### config.mk
export PLATFORM = sky130hd
export DESIGN_NAME = rs485_frame_rx
export DESIGN_NICKNAME = d
export VERILOG_FILES = /design/src/rtl/rs485_frame_rx.sv
export SDC_FILE = /design/constraint.sdc
export NUM_CORES = 1
export LEC_CHECK = 0
export ABC_AREA = 1
export BUFFER_PORTS_ARGS = -buffer_cell sky130_fd_sc_hd__buf_2
export CAP_MARGIN = 10
export CORE_ASPECT_RATIO = 1.75
export CORE_MARGIN = 1
export CORE_UTILIZATION = 50
export CTS_BUF_LIST = sky130_fd_sc_hd__clkbuf_8
export DETAILED_ROUTE_END_ITERATION = 16
export MAX_ROUTING_LAYER = met4
export PLACE_DENSITY = 0.78
export RECOVER_POWER = 50
export SLEW_MARGIN = 20
export SYNTH_ARGS = -nofsm -noshare
export SYNTH_HDL_FRONTEND = slang
export SYNTH_SLANG_ARGS = --single-unit
### constraint.sdc
create_clock -name clk -period 1.66 [get_ports clk]
set_input_delay 0.166 -clock clk [delete_from_list [all_inputs] [get_ports clk]]
set_output_delay 0.166 -clock clk [all_outputs]
set_load 0.02 [all_outputs]
### src/rtl/rs485_frame_rx.sv
// RS485 frame receiver: stores bytes into frame RAM and closes a frame after an idle gap.
// Optional CRC-16/Modbus check is built only when RS485_CRC16_EN is defined.
`timescale 1ns/1ps
module rs485_frame_rx #(
  parameter int unsigned GAP_TICKS = 560,
  parameter int unsigned MAX_LEN   = 64
) (
  input  logic       clk,
  input  logic       reset_n,
  input  logic [7:0] rx_data,
  input  logic       rx_valid,
  input  logic       frame_ack,
  output logic [7:0] ram_wdata,
  output logic       ram_we,
  output logic [5:0] ram_waddr,
  output logic       frame_done,
  output logic       frame_pending,
  output logic [6:0] frame_length,
  output logic       frame_overflow,
  output logic       frame_crc_ok
);

  localparam int unsigned GAP_W  = $clog2(GAP_TICKS);
  localparam int unsigned CNT_W  = 7;
  localparam int unsigned ADDR_W = 6;
  localparam logic [GAP_W-1:0] GAP_LAST = GAP_W'(GAP_TICKS - 1);
  localparam logic [CNT_W-1:0] MAX_CNT  = CNT_W'(MAX_LEN);

  typedef enum logic [1:0] {IDLE, RECV, DONE} state_t;

  state_t             state, state_nxt;
  logic [CNT_W-1:0]   count, count_nxt;
  logic [GAP_W-1:0]   gap, gap_nxt;
  logic [7:0]         wdata_nxt;
  logic               we_nxt;
  logic [ADDR_W-1:0]  waddr_nxt;
  logic               done_nxt;
  logic               pending_nxt;
  logic [CNT_W-1:0]   length_nxt;
  logic               ovf_nxt;
  logic               start;

`ifdef RS485_CRC16_EN
  logic [15:0] crc, crc_nxt;
  logic        crc_ok, crc_ok_nxt;

  // Reflected CRC-16/Modbus update, one full byte per call.
  function automatic logic [15:0] crc16_byte(input logic [15:0] c, input logic [7:0] d);
    logic [15:0] r;
    r = c ^ {8'h00, d};
    for (int i = 0; i < 8; i++) begin
      r = r[0] ? ((r >> 1) ^ 16'hA001) : (r >> 1);
    end
    return r;
  endfunction
`endif

  always_comb begin
    state_nxt   = state;
    count_nxt   = count;
    gap_nxt     = gap;
    we_nxt      = 1'b0;
    wdata_nxt   = ram_wdata;
    waddr_nxt   = ram_waddr;
    done_nxt    = 1'b0;
    pending_nxt = frame_pending;
    length_nxt  = frame_length;
    ovf_nxt     = frame_overflow;
    start       = 1'b0;
`ifdef RS485_CRC16_EN
    crc_nxt     = crc;
    crc_ok_nxt  = crc_ok;
`endif

    case (state)
      IDLE: begin
        if (rx_valid) start = 1'b1;
      end
      RECV: begin
        if (rx_valid) begin
          gap_nxt = '0;
`ifdef RS485_CRC16_EN
          crc_nxt = crc16_byte(crc, rx_data);
`endif
          if (count < MAX_CNT) begin
            we_nxt    = 1'b1;
            waddr_nxt = ADDR_W'(count);
            wdata_nxt = rx_data;
            count_nxt = count + CNT_W'(1);
          end else begin
            ovf_nxt = 1'b1;
          end
        end else begin
          if (gap != GAP_LAST) gap_nxt = gap + GAP_W'(1);
          // Idle gap long enough: close the frame.
          if (gap_nxt == GAP_LAST) begin
            state_nxt   = DONE;
            done_nxt    = 1'b1;
            pending_nxt = 1'b1;
            length_nxt  = count;
`ifdef RS485_CRC16_EN
            crc_ok_nxt  = (crc == 16'h0000) && (count >= CNT_W'(3));
`endif
          end
        end
      end
      DONE: begin
        if (frame_ack) begin
          state_nxt   = IDLE;
          pending_nxt = 1'b0;
`ifdef RS485_CRC16_EN
          crc_nxt     = 16'hFFFF;
`endif
          if (rx_valid) start = 1'b1;
        end
      end
      default: state_nxt = IDLE;
    endcase

    // First byte of a new frame, from IDLE or from an acknowledged DONE.
    if (start) begin
      state_nxt   = RECV;
      we_nxt      = 1'b1;
      waddr_nxt   = '0;
      wdata_nxt   = rx_data;
      count_nxt   = CNT_W'(1);
      gap_nxt     = '0;
      ovf_nxt     = 1'b0;
      pending_nxt = 1'b0;
`ifdef RS485_CRC16_EN
      crc_nxt     = crc16_byte(16'hFFFF, rx_data);
      crc_ok_nxt  = 1'b0;
`endif
    end
  end

  always_ff @(posedge clk or negedge reset_n) begin
    if (!reset_n) begin
      state          <= IDLE;
      count          <= '0;
      gap            <= '0;
      ram_wdata      <= '0;
      ram_we         <= 1'b0;
      ram_waddr      <= '0;
      frame_done     <= 1'b0;
      frame_pending  <= 1'b0;
      frame_length   <= '0;
      frame_overflow <= 1'b0;
    end else begin
      state          <= state_nxt;
      count          <= count_nxt;
      gap            <= gap_nxt;
      ram_wdata      <= wdata_nxt;
      ram_we         <= we_nxt;
      ram_waddr      <= waddr_nxt;
      frame_done     <= done_nxt;
      frame_pending  <= pending_nxt;
      frame_length   <= length_nxt;
      frame_overflow <= ovf_nxt;
    end
  end

`ifdef RS485_CRC16_EN
  always_ff @(posedge clk or negedge reset_n) begin
    if (!reset_n) begin
      crc    <= 16'hFFFF;
      crc_ok <= 1'b0;
    end else begin
      crc    <= crc_nxt;
      crc_ok <= crc_ok_nxt;
    end
  end

  assign frame_crc_ok = crc_ok;
`else
  assign frame_crc_ok = frame_pending;
`endif

endmodule
==> results of run 1 <==
-- state kept, by name, summed over array words and instances, names as in the netlist --
| signal | cells |
|---|---|
| count | 7 |
| frame_crc_ok | 1 |
| frame_done | 1 |
| frame_length | 7 |
| frame_overflow | 1 |
| gap | 10 |
| ram_waddr | 6 |
| ram_wdata | 8 |
| ram_we | 1 |
| state | 2 |
-- layer usage --
layer,part of all wire (%),GRT usage (%),vias up
li1,-,-,925
met1,35,24.59,905
met2,58,49.58,55
met3,3.1,4.188,17
met4,3.5,17.68,0
met5,0,-,-
-- critical path, cell delays in order, from the launching register on --
cell and delay (ps):
dfrtp_1 420, ha_4 200, nand2_2 120, nor2_4 50, nand2_1 60, nand2_1 70
o21ai_2 140, nand2_2 80, nor2_4 100, nand3_4 130, buf_6 150, nor2_4 110
nand2_1 90, nand2_2 50
-- timing repair --
item                       4_1_cts  5_1_grt
hold buffers                     1        0
setup endpoints to repair       11       23
pin swaps                        4       10
cloned                           1        0
hold endpoints to repair        21        0
resized for setup               16       39
setup buffers                    2        7
-- logic make-up after synthesis --
| group | Yosys count | share of synthesized area [%] |
|---|---|---|
| adders and majority gates | 2 | 1.210 |
| AOI/OAI and AO/OA | 31 | 8.354 |
| muxes | 8 | 4.359 |
| DFF | 44 | 53.27 |
| buffers and inverters | 33 | 6.356 |
| xor gates and xnor gates | 2 | 0.8476 |
| and+or+nand+nor | 119 | 25.61 |
-- cells in the mapped netlist, types with 3 or more instances --
library cell   n
nand3_1       15
nor3_1         8
nand2_1       70
mux2_2         8
o21ai_0       18
a21oi_1        6
nand3_2        3
nor2_1        15
nor2_2         3
inv_1         26
dfrtp_1       44
-- how the worst min path moves through the flow --
stage | startpoint | to | slack (ps) | cells after the start
final | rx_data[3] | ram_wdata[3] | 100 | 2
after floorplan | reset_n | count[0] | -130 | 0
after detailed placement | reset_n | gap[8] | 160 | 1
after global placement | reset_n | gap[7] | 160 | 1
after CTS | rx_data[3] | ram_wdata[3] | 90 | 2
after global routing | rx_data[5] | ram_wdata[5] | 90 | 2
-- power by group through the flow --
stage | Sequential [µW] | Combinational, µW | Clock (µW)
after floorplan | 1670 | 622 | 0
after global placement | 1460 | 1320 | 0
after detailed placement | 1480 | 1350 | 0
after CTS | 1470 | 1400 | 700
after global routing | 1500 | 1680 | 747
final | 1480 | 1540 | 683
-- final cells by class --
cell class              instances  area [µm²]
repair buffers                 69       432.9
fillers                       304        1055
flip-flops and latches         44        1104
clock inverters                 2       11.26
inverters                      29       116.4
clock buffers                   6       82.58
multi-input cells             163        1042
well taps                      48       60.06
-- through the flow --
stage	hold slack (ps)	TNS [ps]	util [%]
after floorplan	-129.6	-478.3	-
after global placement	163.3	-736.8	63.46
after detailed placement	162.8	-1383	63.46
after CTS	88.86	-811.7	68.62
after global routing	92.33	-2592	72.98
final	95.70	-1369	72.98
==> run summary, run 1 <==
Root Buffer Master: clkbuf_8
Routed Antenna Nets: 0
CP Data Required Time: 1900 ps
critical path class: reg -> reg
last element of the critical path: frame_length[1]
Skew-Pair Late Insertion Delay: 300 ps
Die W: 50.61 µm
Pleak: 0.001401 µW
CTS sink cnt: 44
Final WS setup: -158.7 ps
Pint: 2284 µW
die area: 4405 µm²
final net count: 326
EDFF count, synth: 0
core footprint: 3904 µm²
Antenna Cells: 0
Reg-to-Reg Start: gap[0]
Syn Area/Cell: 8.648 µm²
first-pass GRT wire length: 8466 µm
CP Capture Type: flop
worst r2r dst: frame_length[1]
Synth Flop Type: dfrtp_1
First-pass DRT Iterations: 4
H-Tree Depth: 2
P_sw: 1415 µW
pre-CTS WS: -161.5 ps
Yosys warning count: 0
Max Fclk: 549.8 MHz
Final min period: 1819 ps
setup violators final: 11
Port Buffers: 37
vias in the first global route: 1997
GRT Residual Overflow: 0
violated checks: negative setup slack
Synth Instances: 239
R2R depth: 13
Startpoint Class: flop
status: complete, but fails checks
TritonCTS clock tree: built
period utilisation layout: 109.6%
Yosys cell types: 28
Vias: 1902
total wire length: 5194 µm
total CTS buffers: 5
initial DRC count: 51
Relative slew margins: 60.57%
worst-path fanout max: 4
layout cells sized above 1: 40.58%
Initial Util: 52.95%
Worst Setup SP: gap[0]
GRT Overall Usage: 26.92%
most frequent cells in the layout: 50 x nand2_1, 42 x dfrtp_1, 30 x buf_2
proportion of power drawn by the clock network: 18.5%
Cells after DPL: 342
Mapped Nets: 253
Wirelength per Cell: 14.39 µm
unrepaired setup endpoints after global routing: true
number of synthesized register bits: 44
Synth area leader: dfrtp_1
Std-Cell Rows: 30
clock skew: 6.420 ps
CTS clk-pin slew, worst paths: 80 ps
Arr. time, crit path: 2060 ps
Reg2Reg Setup Slack: -160 ps
worst-margin pin slew: 591.4 ps
post-route cell area: 2849 µm²
PnR Total Power: 3698 µW
boundary pin count: 38
commonest non-fill, non-tap cell in the layout: nand2_1
async set or reset register ratio after synthesis: 100.0%
Placement Cell Area: 2477 µm²
switch share: 38.25%
Max Slew Vio Count: 0
Finished Layout Cells: 361
PD cells: 1298 nW/µm²
Post-DP HPWL: 3709 µm
Yosys top cell area share: 53.27%
Comb power frac: 41.6%
Cell Area, Synth: 2067 µm²
Vias/cell: 5.269
HP Class: in -> reg
sequential share of the synthesized area: 53.27%
initial antenna violation count: 0
Final GP Congestion: 0.8989
Synth-to-Final Area Change: 37.83%
max-cap violation count: 0
Hold Vio Cnt, Final: 0
Peak VDD IR: 0.0009926 V
CTS max path bufs: 2
Synth area leaders: dfrtp_1 53%, nand2_1 13%, inv_1 4.7%
Reg power frac: 39.9%
largest net degree at the start of global routing: 24
drc violations: 0
die height: 87.06 µm
Note: power is estimated with default switching activity, not from simulation.
==> run 2, diff against run 1 <==
--- a/config.mk
+++ b/config.mk
@@ -9,7 +9,7 @@
 export BUFFER_PORTS_ARGS = -buffer_cell sky130_fd_sc_hd__buf_2
 export CAP_MARGIN = 10
 export CORE_ASPECT_RATIO = 1.75
-export CORE_MARGIN = 1
+export CORE_MARGIN = 10
 export CORE_UTILIZATION = 50
 export CTS_BUF_LIST = sky130_fd_sc_hd__clkbuf_8
 export DETAILED_ROUTE_END_ITERATION = 16
==> constraint.sdc (replaced) <==
create_clock -name clk -period 1.66 [get_ports clk]
set_input_delay 0.083 -clock clk [delete_from_list [all_inputs] [get_ports clk]]
set_output_delay 0.083 -clock clk [all_outputs]
set_load 0.02 [all_outputs]
==> run summary, run 2 (synthesis results as in run 1) <==
status: complete, but fails checks
violated checks: negative setup slack
initial antenna violation count: 0 (unchanged)
setup violators final: 12 (+1)
First-pass DRT Iterations: 4 (unchanged)
Pleak: 0.001389 µW (-0.83%)
Final GP Congestion: 0.9204 (+2.4%)
CP Data Required Time: 1900 ps (about the same)
die area: 7207 µm² (+64%)
clock skew: 7.170 ps (+0.7495 ps)
Port Buffers: 37 (unchanged)
Antenna Cells: 0 (unchanged)
met2 wire len: 3119 µm (+3.3%)
Synth-to-Final Area Change: 32.32%
fillers: 337 (+11%)
CP Capture Type: flop
Startpoint Class: flop
max reg flops: 10 (unchanged)
GRT Overall Usage: 15.69% (-11 points)
max-cap violation count: 0 (unchanged)
Crit-path slowest cell: dfrtp_1
Routed Antenna Nets: 0 (unchanged)
maximum single-stage delay on the critical path: 400 ps (-20 ps)
top flop regs: gap: 10 flops, ram_wdata: 8 flops
Hold Vio Cnt, Final: 0 (unchanged)
CP most frequent cell: nand2_1
Final WS setup: -267.0 ps (-108.3 ps)
PD cells: 1328 nW/µm² (+2.3%)
post-route cell area: 2735 µm² (-4.0%)
most frequent cells in the layout: 65 x nand2_1, 44 x dfrtp_1, 30 x buf_2
Relative slew margins: 31.37% (-29 points)
Max Slew Vio Count: 0 (unchanged)
CTS clk-pin slew, worst paths: 80 ps (about the same)
period utilisation layout: 116.1% (+6.5 points)
Std-Cell Rows: 30 (unchanged)
hold slack: 20.95 ps (-74.75 ps)
total wire length: 5383 µm (+3.6%)
drc violations: 0 (unchanged)
Die W: 68.61 µm (+36%)
vias in the first global route: 1993 (-0.20%)
total CTS buffers: 5 (unchanged)
largest register by flop count: gap
Initial Util: 52.44% (-0.50 points)
boundary pin count: 38 (unchanged)
initial DRC count: 86 (+69%)
Vias: 1898 (-0.21%)
CTS sink cnt: 44 (unchanged)
commonest non-fill, non-tap cell in the layout: nand2_1
uppermost layer routed: met4
Arr. time, crit path: 2170 ps (+110 ps)
Peak VDD IR: 0.001129 V (+14%)
TNS Setup: -2500 ps (-1131 ps)
die height: 105.1 µm (+21%)
Final min period: 1927 ps (+108.3 ps)
layout cells sized above 1: 32.59% (-8.0 points)
worst-margin pin slew: 1029 ps (+438.0 ps)
largest net degree at the start of global routing: 26 (+8.3%)
Placement Cell Area: 2515 µm² (+1.5%)
Wirelength per Cell: 14.91 µm (+3.6%)
M1 WL: 1951 µm (+6.8%)
Vias/cell: 5.258 (-0.21%)
first-pass GRT wire length: 8569 µm (+1.2%)
core footprint: 3941 µm² (+0.96%)
Post-DP HPWL: 4147 µm (+12%)
Met3 Wirelength: 165 µm (+1.2%)
GRT Residual Overflow: 0 (unchanged)
TritonCTS clock tree: built
CTS max path bufs: 2 (unchanged)
worst-path fanout max: 5 (+1)
H-Tree Depth: 2 (unchanged)
CP Cell Sequence: ha_4 > buf_6 > nand3_4 > nor2_4 > nand2_4 > nand2_2 > nand2_1 > nor2_2 > nand3_4 > buf_4 > nor2_4 > nand2_1 > nand2_1
critical path class: reg -> reg
Skew-Pair Late Insertion Delay: 290 ps (about the same)
Root Buffer Master: clkbuf_8
final net count: 326 (unchanged)
HP Class: in -> reg
unrepaired setup endpoints after global routing: true
Max Fclk: 518.9 MHz (-5.6%)
pre-CTS WS: -241.3 ps (-79.77 ps)
## run 2: worst max-delay path, delay by kind of cell, from the launching register on
kind,cells,cell delay [ps]
adders and majority gates,1,160
DFF,1,400
buffers and inverters,2,250
and+or+nand+nor,10,1040
## run 2: path summary, 6_finish.rpt
kind,slack [ps],end,depth (start not counted),from
worst max-delay path,-270,frame_length[2],13,gap[1]
worst min-delay path,20,ram_wdata[3],2,rx_data[3]
worst max register to register,-270,frame_length[2],13,gap[1]
worst min register to register,480,frame_length[0],2,frame_length[0]
max in group asynchronous,150,ram_waddr[4],3,reset_n
min in group asynchronous,500,gap[8],2,reset_n
## run 2: final cells by class
cell class / count / area [µm²] / share of cell area [%]
Inverter: 29 / 113.9 / 4.163
Tap cell: 48 / 60.06 / 2.196
Timing Repair Buffer: 69 / 430.4 / 15.74
Clock buffer: 6 / 82.58 / 3.019
Clock inverter: 2 / 7.507 / 0.2745
Sequential cell: 44 / 1101 / 40.26
Multi-Input combinational cell: 163 / 939.7 / 34.36
## run 2: timing repair
item                                    in CTS  in global routing
gates resized for setup                      8                 17
pin swaps                                    2                  7
cloned                                       1                  0
endpoints found under the hold margin       19                  0
endpoints found under the setup margin      11                 18
buffers inserted                             2                  2
hold buffers                                 1                  0
## run 2: metal layers
metal / track usage, % / vias up
li1: - / 920
met1: 14.58 / 914
met2: 28.14 / 51
met3: 3.209 / 13
met4: 7.803 / 0
met5: - / -
## run 2: metrics by stage
stage	instances	power, µW	util (%)
after floorplan	239	2289	-
after global placement	347	2823	63.81
after detailed placement	347	2875	63.81
after CTS	359	3600	67.78
after global routing	361	3850	69.40
final	361	3633	69.40
## run 2: where the power goes
part | internal [µW] | leakage [µW] | total (µW) | switching, µW
combinational | 616 | 0.000755 | 1510 | 889
clock | 327 | 0.0000538 | 668 | 340
sequential | 1310 | 0.000580 | 1460 | 152
==> run 3, diff against run 2 <==
==> constraint.sdc (replaced) <==
create_clock -name clk -period 1.66 [get_ports clk]
set_input_delay 0.083 -clock clk [delete_from_list [all_inputs] [get_ports clk]]
set_output_delay 0.083 -clock clk [all_outputs]
set_load 0.1 [all_outputs]
==> run summary, run 3 (synthesis results as in run 1) <==
pre-CTS WS: -241.3 ps (unchanged)
Post-DP HPWL: 4147 µm (unchanged)
status: complete, but fails checks
Final min period: 1929 ps (+2.123 ps)
total CTS buffers: 5 (unchanged)
GRT Residual Overflow: 0 (unchanged)
Relative slew margins: 31.30% (-0.073 points)
die area: 7207 µm² (unchanged)
Worst path depth: 13 (unchanged)
Port Buffers: 37 (unchanged)
CTS clk-pin slew, worst paths: 80 ps (about the same)
die height: 105.1 µm (unchanged)
most frequent cells in the layout: 65 x nand2_1, 44 x dfrtp_1, 30 x buf_2
Synth-to-Final Area Change: 32.69%
CP Cell Sequence: ha_4 > buf_6 > nand3_4 > nor2_4 > nand2_4 > nand2_2 > nand2_1 > nor2_2 > nand3_4 > buf_4 > nor2_4 > nand2_1 > nand2_1
period utilisation layout: 116.2% (+0.13 points)
Startpoint Class: flop
Std-Cell Rows: 30 (unchanged)
Crit-path slowest cell: dfrtp_1
Vias/cell: 5.313 (+1.1%)
initial antenna violation count: 0 (unchanged)
worst r2r dst: frame_length[2]
Max Slew Vio Count: 0 (unchanged)
register area: 1101 µm² (unchanged)
Antenna Cells: 0 (unchanged)
Arr. time, crit path: 2170 ps (about the same)
clock skew: 7.242 ps (+0.07244 ps)
Max Fclk: 518.4 MHz (-0.11%)
R2R depth: 13 (unchanged)
PnR Total Power: 4713 µW (+30%)
final net count: 326 (unchanged)
CTS sink cnt: 44 (unchanged)
violated checks: negative setup slack
Skew-Pair Late Insertion Delay: 290 ps (about the same)
fillers: 334 (-0.89%)
unrepaired setup endpoints after global routing: true
worst-path fanout max: 5 (unchanged)
layout cells sized above 1: 34.50% (+1.9 points)
initial DRC count: 86 (unchanged)
Finished Layout Cells: 361 (unchanged)
maximum single-stage delay on the critical path: 400 ps (about the same)
CP bufs+invs: 2 (unchanged)
Worst Setup SP: gap[1]
Wirelength per Cell: 14.96 µm (+0.32%)
commonest non-fill, non-tap cell in the layout: nand2_1
last element of the critical path: frame_length[2]
Root Buffer Master: clkbuf_8
Routed Antenna Nets: 0 (unchanged)
HP Class: in -> reg
Pleak: 0.001409 µW (+1.4%)
drc violations: 0 (unchanged)
critical path class: reg -> reg
PD cells: 1718 nW/µm² (+29%)
Hold Vio Cnt, Final: 0 (unchanged)
Reg2Reg Setup Slack: -270 ps (about the same)
Peak VDD IR: 0.001524 V (+35%)
Initial Util: 52.44% (unchanged)
largest register by flop count: gap
top flop regs: gap: 10 flops, ram_wdata: 8 flops
CP Data Required Time: 1900 ps (about the same)
critical path's top delay family: simple AND/OR/NAND/NOR gates
worst-margin pin slew: 1031 ps (+1.094 ps)
Vias: 1918 (+1.1%)
H-Tree Depth: 2 (unchanged)
CP most frequent cell: nand2_1
first-pass GRT wire length: 8569 µm (unchanged)
max-cap violation count: 0 (unchanged)
Final WS setup: -269.2 ps (-2.123 ps)
CP Capture Type: flop
boundary pin count: 38 (unchanged)
vias in the first global route: 1993 (unchanged)
Final GP Congestion: 0.9204 (unchanged)
Multi-input gate area: 939.7 µm² (unchanged)
largest net degree at the start of global routing: 26 (unchanged)
max reg flops: 10 (unchanged)
setup violators final: 12 (unchanged)
core footprint: 3941 µm² (unchanged)
GRT Overall Usage: 15.69% (unchanged)
First-pass DRT Iterations: 4 (unchanged)
CTS max path bufs: 2 (unchanged)
Reg-to-Reg Start: gap[1]
total wire length: 5400 µm (+0.32%)
Cells after DPL: 347 (unchanged)
TritonCTS clock tree: built
Die W: 68.61 µm (unchanged)
## run 3: worst min path at each step
stage                     slack [ps]       start            to  cells after the start
after floorplan                 -210     reset_n      count[0]                      0
after global placement            60     reset_n        gap[8]                      1
after detailed placement          60     reset_n        gap[8]                      1
after CTS                         10  rx_data[3]  ram_wdata[3]                      2
after global routing              20  rx_data[2]  ram_wdata[2]                      2
final                             20  rx_data[3]  ram_wdata[3]                      2
## run 3: worst register-to-register path, stage by stage, from the launching register on
cell and delay, ps:
dfrtp_1 400, ha_4 160, buf_6 90, nand3_4 80, nor2_4 190, nand2_4 100, nand2_2 100, nand2_1 80
nor2_2 120, nand3_4 130, buf_4 160, nor2_4 130, nand2_1 70, nand2_1 60
## run 3: routing by layer
layer | up-vias | part of all wire (%) | GRT usage, %
li1 | 921 | - | -
met2 | 57 | 58 | 28.14
met5 | - | 0 | -
met1 | 925 | 36 | 14.58
met4 | 0 | 2.8 | 7.803
met3 | 15 | 3.4 | 3.209
## run 3: power by group
group	switching, µW	internal (µW)	total (µW)
sequential	151	1310	1460
combinational	1960	622	2590
clock	340	327	667
## run 3: cell type report
| type | instances | share of cell area, % |
|---|---|---|
| inverter | 29 | 4.151 |
| clock inverter | 2 | 0.2737 |
| multi-input combinational | 163 | 34.26 |
| sequential | 44 | 40.15 |
| timing repair buffer | 69 | 15.97 |
| tap | 48 | 2.190 |
| clock buffer | 6 | 3.011 |
## run 3: timing repair
| item | 4_1_cts | 5_1_grt |
|---|---|---|
| hold buffers | 1 | 0 |
| pin swaps | 2 | 7 |
| cloned | 1 | 0 |
| gates resized for setup | 8 | 17 |
| hold endpoints to repair | 19 | 0 |
| setup buffers | 2 | 2 |
| endpoints found under the setup margin | 11 | 18 |
## run 3: stage by stage
stage	area [µm²]	hold WS (ps)	utilization (%)	TNS, ps
finish	2743	21.51	69.59	-2531
global route	2743	16.73	69.59	-5718
CTS	2671	11.20	67.78	-2376
detailed placement	2515	59.71	63.81	-2295
global placement	2515	56.62	63.81	-1732
floorplan	2077	-212.6	-	-622.8
